--- src/rtl/module_top.sv ---
// module_top: Hamming(7,4)-corrected nibble and reference nibble on a two-digit multiplexed seven-segment display
module module_top (
    input  logic       clk,
    input  logic       rst_n,
    input  logic [3:0] i,
    input  logic [6:0] e,
    output logic [6:0] d,
    output logic       x,
    output logic       y
);
    logic [3:0]  i_m, i_s;
    logic [6:0]  e_m, e_s;
    logic [15:0] cnt;
    logic [2:0]  s;
    logic [6:0]  c;
    logic [3:0]  n;

    function automatic logic [6:0] seg(input logic [3:0] v);
        case (v)
            4'h0: seg = 7'h40;
            4'h1: seg = 7'h79;
            4'h2: seg = 7'h24;
            4'h3: seg = 7'h30;
            4'h4: seg = 7'h19;
            4'h5: seg = 7'h12;
            4'h6: seg = 7'h02;
            4'h7: seg = 7'h78;
            4'h8: seg = 7'h00;
            4'h9: seg = 7'h10;
            4'ha: seg = 7'h08;
            4'hb: seg = 7'h03;
            4'hc: seg = 7'h46;
            4'hd: seg = 7'h21;
            4'he: seg = 7'h06;
            default: seg = 7'h0e;
        endcase
    endfunction

    // syndrome flips the addressed codeword position, then pick the nibble for the active digit
    always_comb begin
        s = {e_s[3] ^ e_s[4] ^ e_s[5] ^ e_s[6],
             e_s[1] ^ e_s[2] ^ e_s[5] ^ e_s[6],
             e_s[0] ^ e_s[2] ^ e_s[4] ^ e_s[6]};
        c = (s == 3'd0) ? e_s : e_s ^ (7'd1 << (s - 3'd1));
        n = cnt[15] ? i_s : {c[6], c[5], c[4], c[2]};
    end

    // input synchronizers, free-running refresh counter and registered display drive
    always_ff @(posedge clk) begin
        if (!rst_n) begin
            i_m <= 4'd0;
            i_s <= 4'd0;
            e_m <= 7'd0;
            e_s <= 7'd0;
            cnt <= 16'd0;
            d   <= 7'h7f;
            x   <= 1'b0;
            y   <= 1'b0;
        end else begin
            i_m <= i;
            i_s <= i_m;
            e_m <= e;
            e_s <= e_m;
            cnt <= cnt + 16'd1;
            d   <= seg(n);
            x   <= ~cnt[15];
            y   <= cnt[15];
        end
    end
endmodule

--- config.mk ---
export PLATFORM = sky130hd
export DESIGN_NAME = module_top
export DESIGN_NICKNAME = d
export VERILOG_FILES = /design/src/rtl/module_top.sv
export SDC_FILE = /design/constraint.sdc
export NUM_CORES = 1
export LEC_CHECK = 0
export CAP_MARGIN = 10
export CORE_ASPECT_RATIO = 0.6
export CORE_MARGIN = 4
export CORE_UTILIZATION = 55
export DETAILED_ROUTE_END_ITERATION = 7
export PLACE_DENSITY = 0.78
export SLEW_MARGIN = 20
export SYNTH_ARGS = -nofsm -noshare
export SYNTH_HDL_FRONTEND = slang
export SYNTH_SLANG_ARGS = --single-unit
--- constraint.sdc ---
create_clock -name clk -period 3.64 [get_ports clk]
set_clock_uncertainty 0.05 [all_clocks]
set_input_delay 0.364 -clock clk [delete_from_list [all_inputs] [get_ports clk]]
set_output_delay 0.364 -clock clk [all_outputs]
set_load 0.05 [all_outputs]
==> flow_metrics.py, run 1 <==
metrics = {
    "job": {
        "maxCapViolations": 0,
    },
    "layout": {
        "diodes": 0,
        "fin_area_um2": 2400,
        "multiInputGateArea_um2": 1030,
        "fin_util_pct": 70.1,
        "layout_commonest_cell": "dfxtp_1",
        "seqCellArea_um2": 942,
        "fin_nets": 251,
        "fill_cells": 250,
        "area_delta_synth_final_pct": 16.3,
        "drive_above_1_share_pct": 8.66,
        "layout_common_cells": "46 x dfxtp_1, 26 x and2_1, 21 x clkdlybuf4s50_1",
    },
    "min_path": {
        "hp-class": "register to register",
    },
    "routing": {
        "via_per_inst": 5.37,
        "via_count": 1481,
        "wire_per_inst_um": 13.2,
        "drc": 0,
        "antenna_left": 0,
        "drt-total-wl_mm": 3.65,
        "drt_iter0_markers": 55,
        "first_pass_iters": 4,
    },
    "status": {
        "outcome": "finished clean",
    },
    "pwr": {
        "seq_power_share_pct": 46.2,
        "combinationalPowerShare_pct": 20.4,
        "p_total_uw": 1210,
        "p_switching_uw": 331,
        "power_frac_clock_pct": 33.5,
        "power_density_nw_per_um2": 502,
        "p_leak_uw": 0.000943,
        "internal_power_uw": 874,
        "max-vdd-ir-drop_v": 0.000359,
        "switching_share_pct": 27.5,
    },
    "synth": {
        "synthArstFlopShare_pct": 0,
        "ys_warn_count": 0,
        "synth-edff-count": 0,
        "synth_cells": 213,
        "synth_top_family_by_area": "simple AND/OR/NAND/NOR gates",
        "synthFlopType": "dfxtp_1",
        "synthXorXnorAreaFrac_pct": 10.9,
        "synth-simple-area-share_pct": 23.5,
        "synth_seq_cells": 47,
        "synth_seq_area_share_pct": 45.6,
        "yosys.area_share.adder_pct": 4.85,
        "syn_avg_cell_area_um2": 9.69,
        "yosysUniqueCellTypes": 44,
        "synth-compound-area-share_pct": 7.94,
        "muxShareOfSynthArea_pct": 2.67,
        "syn_area_um2": 2060,
        "synth_nets": 234,
    },
    "clocking": {
        "cts_buffers": 5,
        "cts_root_buffer": "clkbuf_8",
        "cts_buffer_depth": 2,
        "htree_levels": 2,
        "tritoncts": "done",
        "clkLatencyLatePin_ns": 0.30,
        "clock_sinks": 47,
        "ctsHoldBuffers": 0,
        "clk_pin_slew_ns": 0.09,
    },
    "timing": {
        "finalSetupViolations": 0,
        "period_needed_ns": 3.39,
        "period_share_pct": 93.1,
        "finalHoldViolations": 0,
        "finalSetupTns_ns": 0,
        "max_slew_margin_pct": 56.9,
        "slew_violations": 0,
        "worstMarginPinSlew_ns": 0.645,
        "rsz0062_at_grt": "no",
        "timing.fmax_ghz": 0.295,
    },
    "worst_setup_path": {
        "critical_path.max_stage_delay_ns": 0.47,
        "path_cells": "xnor2_2 -> xnor2_1 -> and2b_2 -> ha_1 -> or2_2 -> nor4_1 -> or4_1 -> and3_2 -> nor2_1 -> a221o_1",
        "end_kind": "register",
        "crit_slowest_cell": "dfxtp_1",
        "path_buf_inv": 0,
        "crit_required_ns": 3.78,
        "cpLargestDelayFamily": "simple AND/OR/NAND/NOR gates",
        "critPathKind": "register to register",
        "arrival_ns": 3.54,
        "path_max_fanout": 14,
        "worstSetupStartpointType": "register",
    },
    "placed_design": {
        "hpwl_mm": 2.76,
        "io_buffers": 21,
        "finalWeightedCongestion": 0.896,
        "dpl-instance-area_um2": 2280,
    },
    "grt": {
        "grt_max_degree": 30,
        "antenna_found_initial": 0,
        "grt_usage_pct": 15.6,
        "grt_overflow_total": 0,
        "first_global_vias": 1349,
        "grt_pass1_wl_mm": 5.98,
    },
    "floorplan": {
        "die_area_um2": 4830,
        "die_h_um": 55.5,
        "die_w_um": 87.1,
        "coreArea_um2": 3420,
        "fp-row-count": 16,
        "start_util_pct": 60.3,
        "pin_count": 22,
    },
}
[synth_stat cells (2+ instances only)]
cell,n,area share [%]
dfxtp_1,47,46
nand2_1,10,1.8
and2_1,26,7.9
xnor2_2,2,1.6
nor4_1,3,0.91
nand4_1,7,2.1
inv_1,6,1.1
ha_1,8,4.8
buf_6,2,1.1
and3_1,2,0.61
o21ai_0,4,0.97
nor2_1,18,3.3
mux2i_1,4,1.9
nand3_1,5,1.2
o221ai_1,2,0.85
clkbuf_1,9,1.6
nor3_1,3,0.73
a21oi_1,4,0.97
or3_1,3,0.91
o211ai_1,4,1.5
xor2_1,11,4.7
xnor2_1,11,4.7
[per-stage QoR]
| stage | setup slack [ns] | hold WS [ns] | instances |
|---|---|---|---|
| floorplan | 0.502 | 0.362 | 213 |
| global placement | 0.360 | 0.366 | 268 |
| detailed placement | 0.113 | 0.368 | 268 |
| CTS | 0.0890 | 0.389 | 276 |
| global route | 0.0334 | 0.401 | 276 |
| finish | 0.250 | 0.386 | 276 |
[final timing paths]
kind / slack (ns) / start / to / cells past startpoint
worst min-delay path: 0.39 / e_m[1]$_SDFF_PN0_ / e_s[1]$_SDFF_PN0_ / 1
worst max-delay path: 0.25 / e_s[4]$_SDFF_PN0_ / d[1]$_SDFF_PN1_ / 10
worst max register to register: 0.25 / e_s[4]$_SDFF_PN0_ / d[1]$_SDFF_PN1_ / 10
worst min register to register: 0.39 / e_m[1]$_SDFF_PN0_ / e_s[1]$_SDFF_PN0_ / 1
[logic make-up (layout without fill, tap and decap cells)]
kind of cell,count (synthesis),in the layout
AND/OR/NAND/NOR,87,87
flip-flops,47,47
XOR/XNOR,24,24
AO/OA/AOI/OAI,22,22
buffers and inverters,20,38
adder cells (fa/ha/maj),8,8
multiplexers,5,5
[cell type report]
type                       count  area share (%)
clock buffer                   6            3.44
clock inverter                 2            1.62
inverter                       7            1.09
multi-input combinational    146            42.9
sequential                    47            39.2
tap                           45            2.34
timing repair buffer          23            9.38
[flip-flops by register name, summed over array words and instances, names as in the netlist]
signal and count:
y 1, e_s 7, x 1, i_s 4, e_m 7, d 7, i_m 4, cnt 16
[power groups by stage]
stage          clock [µW]  combinational, µW  sequential (µW)
3_5_place_dp            0                244              568
4_1_cts               414                245              556
5_1_grt               431                265              559
3_3_place_gp            0                236              567
6_report              403                246              556
2_1_floorplan           0                134              617
[metal layers]
metal	GRT usage (%)	vias up	wire, µm
met2	22.8	39	1570
met5	0	-	0
met4	5.47	0	44
li1	-	750	-
met1	21.3	687	1800
met3	5.05	5	238
[timing repair]
action | CTS | global route
endpoints found under the setup margin | 0 | 6
resized for setup | 0 | 2
setup buffers | 0 | 0
Note: power is estimated with default switching activity, not from simulation.
==> run 2: changes to the inputs <==
--- a/config.mk
+++ b/config.mk
@@ -7,7 +7,7 @@
 export LEC_CHECK = 0
 export CAP_MARGIN = 10
 export CORE_ASPECT_RATIO = 0.6
-export CORE_MARGIN = 4
+export CORE_MARGIN = 10
 export CORE_UTILIZATION = 55
 export DETAILED_ROUTE_END_ITERATION = 7
 export PLACE_DENSITY = 0.78
==> constraint.sdc (replaced) <==
create_clock -name clk -period 3.64 [get_ports clk]
set_clock_uncertainty 0.05 [all_clocks]
set_input_delay 0.728 -clock clk [delete_from_list [all_inputs] [get_ports clk]]
set_output_delay 0.728 -clock clk [all_outputs]
set_load 0.05 [all_outputs]
==> flow_metrics.py, run 2 (synthesized netlist as in run 1, its figures left out) <==
metrics = {
    "pwr": {
        "seq_power_share_pct": 49.5,
        "power_frac_clock_pct": 28.2,
        "p_leak_uw": 0.000921,
        "p_switching_uw": 338,
        "power_density_nw_per_um2": 473,
        "switching_share_pct": 30.1,
        "internal_power_uw": 785,
        "combinationalPowerShare_pct": 22.3,
        "max-vdd-ir-drop_v": 0.000251,
    },
    "routing": {
        "wire_per_inst_um": 13.5,
        "drt-total-wl_mm": 3.75,
        "drt_iter0_markers": 81,
        "first_pass_iters": 4,
        "via_per_inst": 5.31,
        "antenna_left": 0,
        "via_count": 1477,
        "drc": 0,
    },
    "timing": {
        "finalSetupViolations": 0,
        "period_share_pct": 94.7,
        "finalSetupTns_ns": 0,
        "period_needed_ns": 3.45,
        "max_slew_margin_pct": 56.5,
        "worstMarginPinSlew_ns": 0.651,
        "slew_violations": 0,
        "rsz0062_at_grt": "no",
        "timing.fmax_ghz": 0.290,
        "finalHoldViolations": 0,
    },
    "floorplan": {
        "pin_count": 22,
        "die_area_um2": 6680,
        "start_util_pct": 56.8,
        "die_h_um": 67.5,
        "die_w_um": 99.1,
        "fp-row-count": 17,
        "coreArea_um2": 3640,
    },
    "grt": {
        "first_global_vias": 1496,
        "grt_overflow_total": 0,
        "grt_pass1_wl_mm": 6.82,
        "grt_max_degree": 28,
        "grt_usage_pct": 12.5,
        "antenna_found_initial": 0,
    },
    "clocking": {
        "cts_buffers": 5,
        "clkLatencyLatePin_ns": 0.31,
        "clock_sinks": 47,
        "postCtsSetupRepairBufs": 0,
        "ctsHoldBuffers": 0,
        "tritoncts": "done",
        "htree_levels": 2,
        "clk_pin_slew_ns": 0.09,
        "cts_root_buffer": "clkbuf_8",
        "cts_resized": 0,
        "cts_buffer_depth": 2,
    },
    "worst_setup_path": {
        "reg2reg_to": "d[3]$_SDFF_PN1_",
        "path_max_fanout": 7,
        "ff2ff_path_depth": 12,
        "crit_path_end": "d[3]$_SDFF_PN1_",
        "worstSetupStartpointType": "register",
        "worst-r2r-setup-slack_ns": 0.19,
        "arrival_ns": 3.58,
        "crit_required_ns": 3.77,
        "worst_r2r_startpoint": "e_s[6]$_SDFF_PN0_",
        "critPathKind": "register to register",
        "end_kind": "register",
        "critPathLaunch": "e_s[6]$_SDFF_PN0_",
    },
    "layout": {
        "largest_register_ffs": 16,
        "diodes": 0,
        "fill_cells": 291,
        "fin_nets": 251,
        "area_delta_synth_final_pct": 15.0,
        "layout_commonest_cell": "dfxtp_1",
        "drive_above_1_share_pct": 8.23,
        "fin_area_um2": 2370,
        "multiInputGateArea_um2": 1030,
        "layout_common_cells": "47 x dfxtp_1, 26 x and2_1, 21 x clkdlybuf4s50_1",
        "seqCellArea_um2": 941,
        "top_register": "cnt",
    },
    "placed_design": {
        "io_buffers": 21,
        "hpwl_mm": 2.74,
        "finalWeightedCongestion": 0.862,
        "dpl-instance-area_um2": 2280,
    },
    "min_path": {
        "hp-class": "register to register",
    },
    "job": {
        "maxCapViolations": 0,
    },
    "status": {
        "outcome": "finished clean",
    },
}
run 2: changes by cell type in the layout (fill, tap and decap cells not counted), sizes merged:
| cell | change |
|---|---|
| bufinv | -1 |
| clkbuf | -1 |
| clkinvlp | +2 |
run 2: area by class of cell:
| cell class | count | share of cell area, % |
|---|---|---|
| well taps | 47 | 2.48 |
| clock buffers | 5 | 2.90 |
| flip-flops and latches | 47 | 39.6 |
| repair buffers | 23 | 9.49 |
| multi-input cells | 146 | 43.4 |
| clock inverters | 3 | 1.00 |
| inverters | 7 | 1.11 |
run 2: power by group through the flow:
stage          registers [µW]  logic, µW  clock network (µW)
4_1_cts                   556        250                 329
5_1_grt                   560        273                 349
6_report                  556        251                 317
3_3_place_gp              567        242                   0
2_1_floorplan             617        134                   0
3_5_place_dp              568        248                   0
run 2: worst min path at each step:
stage	startpoint	endpoint	slack, ns	depth (start not counted)
finish	e_m[0]$_SDFF_PN0_	e_s[0]$_SDFF_PN0_	0.39	1
detailed placement	e_m[1]$_SDFF_PN0_	e_s[1]$_SDFF_PN0_	0.37	1
global route	e_m[5]$_SDFF_PN0_	e_s[5]$_SDFF_PN0_	0.41	1
CTS	e_m[1]$_SDFF_PN0_	e_s[1]$_SDFF_PN0_	0.39	1
global placement	i_m[3]$_SDFF_PN0_	i_s[3]$_SDFF_PN0_	0.36	1
floorplan	e_m[0]$_SDFF_PN0_	e_s[0]$_SDFF_PN0_	0.36	1
run 2: layer usage:
layer / GRT usage, % / wire length, µm
met5: 0 / 0
met4: 6.05 / 71
met3: 4.28 / 273
met2: 18.3 / 1510
met1: 16.2 / 1890
run 2: critical path: stages, from the launching register on:
cell      delay, ns
dfxtp_1        0.50
xnor2_2        0.12
xnor2_1        0.37
and2b_2        0.28
ha_1           0.30
nor2b_1        0.25
nand4_1        0.16
a211o_1        0.31
and3_1         0.27
ha_1           0.34
inv_1          0.04
o211ai_1       0.20
o211ai_1       0.12
run 2: through the flow:
stage	hold WS, ns	setup WS, ns	total power, µW	cells	util, %
after floorplan	0.362	0.502	751	213	-
after CTS	0.386	0.163	1140	278	65.2
after global routing	0.408	0.00492	1180	278	65.3
final	0.388	0.191	1120	278	65.3
after global placement	0.363	0.310	809	270	62.7
after detailed placement	0.369	0.194	816	270	62.7
==> run 3: changes to the inputs <==
--- a/config.mk
+++ b/config.mk
@@ -6,7 +6,7 @@
 export NUM_CORES = 1
 export LEC_CHECK = 0
 export CAP_MARGIN = 10
-export CORE_ASPECT_RATIO = 0.6
+export CORE_ASPECT_RATIO = 1.75
 export CORE_MARGIN = 10
 export CORE_UTILIZATION = 55
 export DETAILED_ROUTE_END_ITERATION = 7
==> flow_metrics.py, run 3 (synthesized netlist as in run 1, its figures left out) <==
metrics = {
    "pwr": {
        "p_total_uw": 1240,
        "power_density_nw_per_um2": 514,
        "max-vdd-ir-drop_v": 0.000361,
        "p_leak_uw": 0.000946,
    },
    "clocking": {
        "cts_buffers": 5,
        "htree_levels": 2,
        "cts_root_buffer": "clkbuf_8",
        "clock_sinks": 47,
        "tritoncts": "done",
        "ctsHoldBuffers": 0,
        "clk_pin_slew_ns": 0.08,
        "cts_buffer_depth": 2,
        "clkLatencyLatePin_ns": 0.30,
    },
    "worst_setup_path": {
        "worst_r2r_startpoint": "e_s[6]$_SDFF_PN0_",
        "worstSetupStartpointType": "register",
        "critPathLaunch": "e_s[6]$_SDFF_PN0_",
        "crit_required_ns": 3.78,
        "arrival_ns": 3.49,
        "end_kind": "register",
        "critPathKind": "register to register",
        "path_max_fanout": 8,
    },
    "timing": {
        "finalSetupTns_ns": 0,
        "whs_ns": 0.385,
        "finalHoldViolations": 0,
        "worstMarginPinSlew_ns": 0.651,
        "timing.fmax_ghz": 0.299,
        "finalSetupViolations": 0,
        "max_slew_margin_pct": 56.6,
        "rsz0062_at_grt": "no",
        "slew_violations": 0,
        "period_share_pct": 92.0,
        "period_needed_ns": 3.35,
    },
    "routing": {
        "drt-total-wl_mm": 3.57,
        "via_per_inst": 5.27,
        "drt_iter0_markers": 50,
        "first_pass_iters": 4,
        "wire_per_inst_um": 12.9,
        "antenna_left": 0,
        "via_count": 1459,
        "drc": 0,
    },
    "layout": {
        "layout_commonest_cell": "dfxtp_1",
        "top_register": "cnt",
        "fin_nets": 251,
        "drive_above_1_share_pct": 7.79,
        "area_delta_synth_final_pct": 16.8,
        "largest_register_ffs": 16,
        "diodes": 0,
        "fill_cells": 292,
        "layout_common_cells": "47 x dfxtp_1, 26 x and2_1, 21 x clkdlybuf4s50_1",
    },
    "job": {
        "maxCapViolations": 0,
    },
    "floorplan": {
        "die_w_um": 66.3,
        "fp-row-count": 29,
        "die_area_um2": 6700,
        "coreArea_um2": 3630,
        "pin_count": 22,
        "die_h_um": 101,
        "start_util_pct": 56.9,
    },
    "placed_design": {
        "io_buffers": 21,
        "hpwl_mm": 2.55,
        "finalWeightedCongestion": 0.892,
    },
    "grt": {
        "grt_overflow_total": 0,
        "first_global_vias": 1387,
        "antenna_found_initial": 0,
        "grt_pass1_wl_mm": 6.08,
        "grt_max_degree": 30,
        "grt_usage_pct": 11.6,
    },
    "min_path": {
        "min_from": "e_m[3]$_SDFF_PN0_",
        "hp-class": "register to register",
    },
    "status": {
        "outcome": "finished clean",
    },
}
## run 3: changes by cell type in the layout (fill, tap and decap cells not counted), sizes merged
cell	change
bufinv	+2
clkbuf	+1
clkinvlp	-2
inv	-1
## run 3: worst max-delay path: stages, from the launching register on
cell and delay [ns]:
dfxtp_1 0.50, xnor2_2 0.12, xnor2_1 0.34, and2b_2 0.26, ha_1 0.30, or2_2 0.34, o31ai_1 0.45, a31o_1 0.44
mux2i_1 0.13, a221o_1 0.31
## run 3: through the flow
step	cells	instance area [µm²]	util [%]	setup WS (ns)
floorplan	213	2060	-	0.502
global placement	269	2280	62.8	0.325
detailed placement	269	2280	62.8	0.219
CTS	277	2410	66.4	0.204
global route	277	2410	66.5	0.0101
finish	277	2410	66.5	0.291
## run 3: repair_timing
action                                  CTS  global route
gates resized for setup                   0             1
endpoints found under the setup margin    0             5
setup buffers                             0             0
endpoints found under the hold margin     0             0
## run 3: path summary, 6_finish.rpt
| path | slack (ns) | cells after the start | endpoint |
|---|---|---|---|
| worst max-delay path | 0.29 | 9 | d[1]$_SDFF_PN1_ |
| worst min-delay path | 0.38 | 1 | e_s[3]$_SDFF_PN0_ |
| worst max register to register | 0.29 | 9 | d[1]$_SDFF_PN1_ |
| worst min register to register | 0.38 | 1 | e_s[3]$_SDFF_PN0_ |
## run 3: cell type report
cell class                 count  area (µm²)  area share [%]
sequential                    47         941            39.0
multi-input combinational    146        1030            42.7
inverter                       7        26.3            1.09
tap                           46        57.6            2.39
clock buffer                   6        72.6            3.01
timing repair buffer          23         225            9.34
clock inverter                 2        60.1            2.49
## run 3: metal layers
layer / part of all wire, % / track usage [%] / vias to the layer above
li1: - / - / 750
met1: 38 / 10.8 / 677
met2: 55 / 21.2 / 26
met3: 4.7 / 3.34 / 6
met4: 2.2 / 7.29 / 0
met5: 0 / 0 / -
## run 3: where the power goes
part	internal, µW	switching (µW)	total (µW)
clock network	274	165	439
registers	542	12.8	555
logic	105	141	245
total	921	318	1240
